--- src/rtl/branch_unit_ras.sv ---
// Branch resolution unit with a circular return-address stack.
// A taken branch, jump, call or return produces a one-cycle redirect pulse
// and then a one-cycle shadow that squashes the wrong-path instruction.
module branch_unit_ras #(
  parameter int PC_W      = 8,
  parameter int RA_W      = 32,
  parameter int RAS_DEPTH = 4
) (
  input  logic                         clk,
  input  logic                         rst,
  input  logic                         valid_in,
  input  logic [2:0]                   opcode,
  input  logic [3:0]                   fcode,
  input  logic [PC_W-1:0]              branch_addr,
  input  logic [PC_W-1:0]              PC,
  input  logic                         carryFlag,
  input  logic                         zeroFlag,
  input  logic                         overflowFlag,
  input  logic                         signFlag,
  input  logic                         clr_err,
  output logic [PC_W-1:0]              branch_PC,
  output logic                         PC_select,
  output logic [RA_W-1:0]              ra,
  output logic [$clog2(RAS_DEPTH):0]   ras_count,
  output logic                         ras_ovf,
  output logic                         ras_unf
);

  localparam int PTR_W = $clog2(RAS_DEPTH);
  localparam int CNT_W = PTR_W + 1;

  typedef enum logic {IDLE, SHADOW} state_t;

  state_t             state_q, state_d;
  logic [PC_W-1:0]    stack_q [RAS_DEPTH];
  logic [PC_W-1:0]    stack_d [RAS_DEPTH];
  logic [PTR_W-1:0]   wr_ptr_q, wr_ptr_d;
  logic [CNT_W-1:0]   count_q, count_d;
  logic [PC_W-1:0]    branch_pc_q, branch_pc_d;
  logic               pc_select_q, pc_select_d;
  logic               ovf_q, ovf_d;
  logic               unf_q, unf_d;

  logic               accept;
  logic               is_branch;
  logic               is_jump;
  logic               cond_taken;
  logic               is_call;
  logic               is_ret;
  logic               stack_empty;
  logic               stack_full;
  logic [PTR_W-1:0]   top_ptr;
  logic [PC_W-1:0]    top_entry;

  // Decode the instruction and evaluate the conditional-branch predicate.
  always_comb begin
    accept      = valid_in && (state_q == IDLE);
    is_branch   = (opcode == 3'b011);
    is_jump     = (opcode == 3'b100);
    cond_taken  = 1'b0;
    case (fcode)
      4'd0:    cond_taken = 1'b1;
      4'd1:    cond_taken = zeroFlag;
      4'd2:    cond_taken = !zeroFlag;
      4'd3:    cond_taken = carryFlag;
      4'd4:    cond_taken = !carryFlag;
      4'd5:    cond_taken = signFlag;
      4'd6:    cond_taken = !signFlag;
      4'd7:    cond_taken = overflowFlag;
      4'd8:    cond_taken = !overflowFlag;
      default: cond_taken = 1'b0;
    endcase
    is_call     = accept && is_branch && (fcode == 4'd9);
    is_ret      = accept && is_branch && (fcode == 4'd10);
    stack_empty = (count_q == '0);
    stack_full  = (count_q == CNT_W'(RAS_DEPTH));
    top_ptr     = wr_ptr_q - PTR_W'(1);
    top_entry   = stack_q[top_ptr];
  end

  // Compute redirect, stack update, sticky errors and shadow sequencing.
  always_comb begin
    state_d     = IDLE;
    stack_d     = stack_q;
    wr_ptr_d    = wr_ptr_q;
    count_d     = count_q;
    branch_pc_d = '0;
    pc_select_d = 1'b0;
    ovf_d       = ovf_q && !clr_err;
    unf_d       = unf_q && !clr_err;

    if (accept) begin
      if (is_jump || (is_branch && cond_taken)) begin
        pc_select_d = 1'b1;
        branch_pc_d = branch_addr;
      end else if (is_call) begin
        pc_select_d       = 1'b1;
        branch_pc_d       = branch_addr;
        stack_d[wr_ptr_q] = PC;
        wr_ptr_d          = wr_ptr_q + PTR_W'(1);
        if (stack_full) begin
          ovf_d = 1'b1;
        end else begin
          count_d = count_q + CNT_W'(1);
        end
      end else if (is_ret) begin
        if (stack_empty) begin
          unf_d = 1'b1;
        end else begin
          pc_select_d = 1'b1;
          branch_pc_d = top_entry;
          wr_ptr_d    = top_ptr;
          count_d     = count_q - CNT_W'(1);
        end
      end
    end

    if ((state_q == IDLE) && pc_select_d) begin
      state_d = SHADOW;
    end
  end

  // Control and status registers with synchronous active-low reset.
  always_ff @(posedge clk) begin
    if (!rst) begin
      state_q     <= IDLE;
      wr_ptr_q    <= '0;
      count_q     <= '0;
      branch_pc_q <= '0;
      pc_select_q <= 1'b0;
      ovf_q       <= 1'b0;
      unf_q       <= 1'b0;
    end else begin
      state_q     <= state_d;
      wr_ptr_q    <= wr_ptr_d;
      count_q     <= count_d;
      branch_pc_q <= branch_pc_d;
      pc_select_q <= pc_select_d;
      ovf_q       <= ovf_d;
      unf_q       <= unf_d;
    end
  end

  // Stack storage needs no reset; entries are hidden while the count is zero.
  always_ff @(posedge clk) begin
    stack_q <= stack_d;
  end

  assign branch_PC = branch_pc_q;
  assign PC_select = pc_select_q;
  assign ra        = stack_empty ? '0 : RA_W'(top_entry);
  assign ras_count = count_q;
  assign ras_ovf   = ovf_q;
  assign ras_unf   = unf_q;

endmodule
--- config.mk ---
export PLATFORM = sky130hd
export DESIGN_NAME = branch_unit_ras
export DESIGN_NICKNAME = d
export VERILOG_FILES = /design/src/rtl/branch_unit_ras.sv
export SDC_FILE = /design/constraint.sdc
export NUM_CORES = 1
export LEC_CHECK = 0
export ABC_AREA = 1
export CORE_MARGIN = 2
export CORE_UTILIZATION = 47
export DETAILED_ROUTE_END_ITERATION = 12
export PLACE_DENSITY = 0.81
export SYNTH_ARGS = -nofsm -noshare
export SYNTH_HDL_FRONTEND = slang
export SYNTH_SLANG_ARGS = --single-unit
--- constraint.sdc ---
create_clock -name clk -period 2.6 [get_ports clk]
set_input_delay 0.52 -clock clk [delete_from_list [all_inputs] [get_ports clk]]
set_output_delay 0.52 -clock clk [all_outputs]
set_load 0.005 [all_outputs]
==> results of run 1 <==
synthesized netlist by cell type:
master,n,area [sq um]
sky130_fd_sc_hd__a21oi_1,14,70.1
sky130_fd_sc_hd__ha_1,4,50.1
sky130_fd_sc_hd__inv_2,4,15.0
sky130_fd_sc_hd__nand3_1,5,25.0
sky130_fd_sc_hd__buf_6,3,33.8
sky130_fd_sc_hd__fa_1,1,20.0
sky130_fd_sc_hd__dfxtp_1,17,340
sky130_fd_sc_hd__o21ai_0,24,120
sky130_fd_sc_hd__nand2_4,2,22.5
sky130_fd_sc_hd__o21ai_2,2,17.5
sky130_fd_sc_hd__nand3_2,1,10.0
sky130_fd_sc_hd__xnor3_1,1,22.5
sky130_fd_sc_hd__conb_1,1,3.75
sky130_fd_sc_hd__nand2_1,46,173
sky130_fd_sc_hd__inv_1,30,113
sky130_fd_sc_hd__nand2_2,4,25.0
sky130_fd_sc_hd__o21ai_1,9,45.0
sky130_fd_sc_hd__buf_4,25,188
sky130_fd_sc_hd__edfxtp_1,32,961
sky130_fd_sc_hd__nor2_2,3,18.8
sky130_fd_sc_hd__nor3_2,2,20.0
sky130_fd_sc_hd__nand4_1,1,6.26
sky130_fd_sc_hd__nor2_1,53,199
sky130_fd_sc_hd__inv_4,1,6.26
critical path, delay by kind of cell (launching register included):
kind,cells,cell delay [ns]
fa+ha+maj,1,0.25
simple gates,2,0.20
compound gates,4,0.37
buf+inv,12,1.34
flops,1,0.37
routing by layer:
metal  part of all wire [%]  up-vias
met5                      0        -
met4                    2.1        0
met3                    7.1       12
met2                     50       86
met1                     40      945
li1                       -     1041
cells by family (layout without fill, tap and decap cells):
kind of cell    Yosys count  in the layout  synth area share, %
flops                    49             49                 51.9
simple gates            117            117                 19.9
compound gates           49             49                 10.1
xor+xnor                  1              1                0.899
fa+ha+maj                 5              5                 2.80
buf+inv                  63            124                 14.2
other cells               1             24                0.150
final timing paths:
path / startpoint / endpoint / slack (ns) / depth (start not counted)
setup / recovery: wr_ptr_q[0] / branch_PC[6] / 0.03 / 19
hold / removal: ras_unf / ras_unf / 0.47 / 2
setup reg to reg: wr_ptr_q[0] / branch_PC[6] / 0.03 / 19
hold reg to reg: ras_unf / ras_unf / 0.47 / 2
flip-flops by register name, indices dropped and copies added, names as in the netlist:
| name | count |
|---|---|
| stack_q | 32 |
| branch_PC | 8 |
| ras_count | 3 |
| wr_ptr_q | 2 |
| PC_select | 1 |
| ras_ovf | 1 |
| ras_unf | 1 |
| state_q | 1 |
per-stage QoR:
step | cell area, sq um | power [mW] | util (%)
global placement | 3040 | 0.962 | 59.1
floorplan | 2590 | 0.920 | -
global route | 3350 | 1.48 | 65.2
CTS | 3270 | 1.43 | 63.7
finish | 3350 | 1.42 | 65.2
detailed placement | 3040 | 0.964 | 59.1
power breakdown:
group	switching, mW	leakage, nW	internal (mW)
Combinational	0.0587	0.992	0.0623
Clock	0.277	0.0423	0.196
Sequential	0.00111	0.426	0.830
Total	0.336	1.46	1.09
repair_timing:
| action | 4_1_cts | 5_1_grt |
|---|---|---|
| pin swaps | 5 | 4 |
| buffers inserted | 14 | 6 |
| gates resized for setup | 14 | 16 |
| cloned | 1 | 0 |
| endpoints found under the setup margin | 8 | 6 |
| endpoints found under the hold margin | 0 | 0 |
layout make-up:
| cell class | count | area (sq um) | area share (%) |
|---|---|---|---|
| clock buffers | 5 | 68.8 | 2.05 |
| clock inverters | 3 | 26.3 | 0.784 |
| inverters | 35 | 146 | 4.37 |
| multi-input cells | 196 | 960 | 28.6 |
| flip-flops and latches | 49 | 1300 | 38.9 |
| well taps | 70 | 87.6 | 2.61 |
| repair buffers | 80 | 752 | 22.4 |
| repair inverters | 1 | 7.51 | 0.224 |
==> results.json, run 1 <==
{
  "worst_vdd_rail_ir_drop_uv": 359,
  "min_path_type": "reg2reg",
  "layout_common_cells": "sky130_fd_sc_hd__nor2_1, sky130_fd_sc_hd__nand2_1, sky130_fd_sc_hd__clkdlybuf4s50_1, sky130_fd_sc_hd__edfxtp_1, sky130_fd_sc_hd__inv_1",
  "drtIter0Drc": 174,
  "static-leakage-power_nw": 1.46,
  "powerDensity_nw_per_um2": 425,
  "grt.overflow.total": 0,
  "finalHoldViolCount": 0,
  "groute.layer.met2.usage_pct": 33.6,
  "via_per_inst": 4.75,
  "clock_sinks": 49,
  "final_layout_size_suffix_gt1_share_pct": 17.6,
  "via_count_of_the_first_global_routing_pass": 1904,
  "synthesis.yosys.warnings": 0,
  "final.setup.worst_slack_ns": 0.0267,
  "hold-worst-slack_ns": 0.471,
  "postSynthRegisterBits": 49,
  "use_met3_pct": 4.94,
  "antenna_found_initial": 0,
  "starting_density_of_the_core_pct": 48.7,
  "worstSetupPathType": "reg2reg",
  "h_tree_level_count": 2,
  "syn_to_final_growth_pct": 33.8,
  "cp_data_required_time_ns": 2.86,
  "maximum_number_of_pins_on_one_net_before_global_route_repair": 20,
  "place_congestion": 0.805,
  "placement.io_buffers": 52,
  "cts-root-buf": "sky130_fd_sc_hd__clkbuf_8",
  "cpMaxStageDelayCell": "sky130_fd_sc_hd__dfxtp_2",
  "final-instance-count-excl-fill": 439,
  "finalWorstPathRequiredPeriod_ns": 2.57,
  "clk_transition_reported_paths_ns": 0.10,
  "nNetsFinal": 404,
  "critPathLaunchType": "flop",
  "maxClockFrequency_mhz": 389,
  "setup_viol_count_final": 0,
  "cts.hold.buffers_added": 0,
  "fill_cells": 402,
  "worst-path-max-fanout": 8,
  "timing_max_transition_violations_final": 0,
  "post_synth_inst_count": 285,
  "detail_route.wirelength_mm": 5.75,
  "chipHeight_microns": 77.0,
  "grt_pass1_wl_mm": 8.77,
  "finClkSkew_ns": 0.0104,
  "final_common_cell": "sky130_fd_sc_hd__nor2_1",
  "grt_usage_pct": 18.9,
  "worst-endpoint-arrival_ns": 2.83,
  "core_area_sq_um": 5140,
  "synth.avg_cell_area_sq_um": 8.79,
  "cts_tree": "yes",
  "critical_path.most_common_cell": "sky130_fd_sc_hd__buf_4",
  "rows": 26,
  "antenna-diode-count": 0,
  "cts-root-to-sink-buffers": 2,
  "critical_path.endpoint_type": "flop",
  "io-pin-count": 77,
  "die_x_microns": 77.0,
  "netlist_area_sq_um": 2500,
  "clock_latency_ns": 0.31,
  "timing.critical_path.slowest_cell_delay_ns": 0.37,
  "firstDrtPassIters": 4,
  "grt_use_met1_pct": 22.0,
  "maxCapViolations": 0,
  "tns_ns": 0,
  "placed_cells": 410,
  "cp_cell_sequence": "inv_4 > ha_4 > buf_6 > buf_12 > clkinv_8 > o21ai_0 > o21ai_1 > nand2_1 > buf_6 > buf_4 > buf_4 > buf_4 > buf_4 > buf_4 > buf_4 > buf_4 > o21ai_2 > a21oi_1 > nor2_1",
  "route.antenna.remaining_nets": 0,
  "status": "completed",
  "globalRoute.busiestLayer": "met2",
  "detail_route.drc_violations": 0,
  "number_of_buffers_inserted_during_clock_tree_synthesis": 5,
  "fin_crit_sh_pct": 99.0,
  "hpwl_mm": 3.72,
  "num_vias": 2084,
  "preCtsSetupSlack_ns": 0.0796,
  "synth_seq_area_share_pct": 51.9,
  "synthDistinctLibCells": 24,
  "routedWlPerCell_microns": 13.1,
  "die_area_sq_um": 5930
}
(Power assumes the default switching activity.)
==> inputs of run 2 (changes only) <==
--- a/config.mk
+++ b/config.mk
@@ -9,6 +9,7 @@
 export CORE_MARGIN = 2
 export CORE_UTILIZATION = 47
 export DETAILED_ROUTE_END_ITERATION = 12
+export GPL_TIMING_DRIVEN = 0
 export PLACE_DENSITY = 0.81
 export SYNTH_ARGS = -nofsm -noshare
 export SYNTH_HDL_FRONTEND = slang
==> results.json, run 2 (synthesis results as in run 1) <==
{
  "critical_path.n_buffers_inverters": 7,
  "place_congestion": 0.823,
  "largest_register_ffs": 32,
  "maximum_number_of_pins_on_one_net_before_global_route_repair": 17,
  "fin_area_sq_um": 3480,
  "static-leakage-power_nw": 1.54,
  "fill_cells": 419,
  "cts-root-to-sink-buffers": 2,
  "worstSetupPathType": "reg2out",
  "max_slew_margin_pct": 44.6,
  "cp_cell_sequence": "inv_6 > buf_8 > ha_4 > inv_6 > buf_6 > o21ai_0 > o21ai_1 > nand2_1 > buf_4 > inv_1 > dlygate4sd2_1",
  "antenna_found_initial": 0,
  "cts_tree": "yes",
  "status": "completed",
  "finalHoldViolCount": 0,
  "clock_latency_ns": 0.31,
  "grt.overflow.total": 0,
  "preCtsSetupSlack_ns": -0.293,
  "final_common_cell": "sky130_fd_sc_hd__nor2_1",
  "final-instance-count-excl-fill": 459,
  "via_per_inst": 4.63,
  "route.antenna.remaining_nets": 0,
  "clock_sinks": 49,
  "total_area_of_multi_input_combinational_cells_sq_um": 955,
  "die_x_microns": 77.0,
  "io-pin-count": 77,
  "final_layout_size_suffix_gt1_share_pct": 20.8,
  "drtIter0Drc": 149,
  "cts.hold.buffers_added": 0,
  "grt_usage_pct": 20.3,
  "worst_vdd_rail_ir_drop_uv": 357,
  "critPathLaunchType": "flop",
  "maxCapViolations": 0,
  "cpMaxStageDelayCell": "sky130_fd_sc_hd__dfxtp_4",
  "firstDrtPassIters": 4,
  "placement.io_buffers": 52,
  "rows": 26,
  "chipHeight_microns": 77.0,
  "routedWlPerCell_microns": 13.0,
  "fin_util_pct": 67.6,
  "critical_path.most_common_cell": "sky130_fd_sc_hd__inv_6",
  "core_area_sq_um": 5140,
  "grt_pass1_wl_mm": 9.45,
  "tns_ns": 0,
  "clk_transition_reported_paths_ns": 0.10,
  "timing_max_transition_violations_final": 0,
  "finalWorstPathRequiredPeriod_ns": 2.60,
  "via_count_of_the_first_global_routing_pass": 2033,
  "total_power_mw": 1.44,
  "critical_path.endpoint_type": "output pin",
  "final-seq-area_sq_um": 1310,
  "number_of_buffers_inserted_during_clock_tree_synthesis": 5,
  "cts-root-buf": "sky130_fd_sc_hd__clkbuf_8",
  "worst-endpoint-arrival_ns": 2.08,
  "hold-worst-slack_ns": 0.477,
  "antenna-diode-count": 0,
  "num_vias": 2125,
  "placed_cells": 430,
  "max_slew.worst_pin.slew_ns": 0.827,
  "register_containing_the_most_flip_flops_in_the_final_layout": "stack_q",
  "setup_viol_count_final": 0,
  "detail_route.drc_violations": 0,
  "final.setup.worst_slack_ns": 0.00440,
  "detail_route.wirelength_mm": 5.98,
  "min_path_type": "reg2reg",
  "cpLargestDelayFamily": "buffers and inverters",
  "timing.critical_path.slowest_cell_delay_ns": 0.39,
  "die_area_sq_um": 5930,
  "fin_crit_sh_pct": 99.8,
  "hpwl_mm": 3.94,
  "syn_to_final_growth_pct": 38.8,
  "powerDensity_nw_per_um2": 414,
  "worst-path-max-fanout": 6,
  "cp_data_required_time_ns": 2.08,
  "dpl_cell_area_sq_um": 3200,
  "finClkSkew_ns": 0.0105,
  "maxClockFrequency_mhz": 385,
  "h_tree_level_count": 2,
  "layout_common_cells": "sky130_fd_sc_hd__nor2_1, sky130_fd_sc_hd__nand2_1, sky130_fd_sc_hd__buf_4, sky130_fd_sc_hd__clkdlybuf4s50_1, sky130_fd_sc_hd__edfxtp_1",
  "starting_density_of_the_core_pct": 48.7,
  "nNetsFinal": 424
}
[run 2: cell count changes in the layout (fill, tap and decap cells not counted), moves of 2 or more]
cell,change
sky130_fd_sc_hd__dlygate4sd2_1,+4
sky130_fd_sc_hd__nor2_1,+2
sky130_fd_sc_hd__inv_6,+3
sky130_fd_sc_hd__dlymetal6s2s_1,-3
sky130_fd_sc_hd__clkinvlp_4,-3
sky130_fd_sc_hd__o21ai_0,-3
sky130_fd_sc_hd__o21ai_1,+3
sky130_fd_sc_hd__buf_4,+21
sky130_fd_sc_hd__nor2_2,-2
[run 2: cell type report]
class / count / area share [%]
Clock inverter: 3 / 0.576
Buffer: 27 / 6.26
Sequential cell: 49 / 37.6
Timing Repair Buffer: 74 / 19.5
Tap cell: 70 / 2.52
Inverter: 35 / 4.07
Multi-Input combinational cell: 196 / 27.5
Clock buffer: 5 / 1.98
[run 2: worst reg2reg max path, stage by stage (launching register included)]
cell,delay (ns)
sky130_fd_sc_hd__dfxtp_4,0.39
sky130_fd_sc_hd__inv_6,0.04
sky130_fd_sc_hd__buf_8,0.12
sky130_fd_sc_hd__ha_4,0.23
sky130_fd_sc_hd__inv_6,0.08
sky130_fd_sc_hd__buf_6,0.11
sky130_fd_sc_hd__o21ai_0,0.11
sky130_fd_sc_hd__o21ai_1,0.16
sky130_fd_sc_hd__nand2_1,0.11
sky130_fd_sc_hd__buf_4,0.16
sky130_fd_sc_hd__buf_4,0.12
sky130_fd_sc_hd__buf_4,0.13
sky130_fd_sc_hd__buf_4,0.12
sky130_fd_sc_hd__buf_4,0.12
sky130_fd_sc_hd__buf_4,0.13
sky130_fd_sc_hd__o21ai_2,0.15
sky130_fd_sc_hd__a21oi_2,0.05
sky130_fd_sc_hd__nor2_1,0.09
[run 2: worst paths after layout]
check | start | end | slack [ns] | depth (start not counted)
hold / removal | ras_unf | ras_unf | 0.48 | 2
hold reg to reg | ras_unf | ras_unf | 0.48 | 2
setup reg to reg | wr_ptr_q[0] | branch_PC[6] | 0.13 | 17
setup / recovery | wr_ptr_q[0] | ra[6] | 0.004 | 11
[run 2: timing repair]
action                                  4_1_cts  5_1_grt
pin swaps                                     3        4
cloned                                        1        0
endpoints found under the setup margin        8        9
setup buffers                                16        7
gates resized for setup                      20        8
[run 2: power breakdown]
| part | internal [mW] | leakage, nW | switching (mW) |
|---|---|---|---|
| combinational | 0.0847 | 1.07 | 0.0632 |
| sequential | 0.829 | 0.426 | 0.00121 |
| clock | 0.192 | 0.0489 | 0.269 |
[run 2: routing by layer]
layer | GRT usage [%] | vias up | wire length (microns)
met2 | 35.7 | 104 | 2930
met5 | 0 | - | 0
li1 | - | 1070 | -
met1 | 22.7 | 937 | 2410
met3 | 5.76 | 14 | 529
met4 | 9.29 | 0 | 119
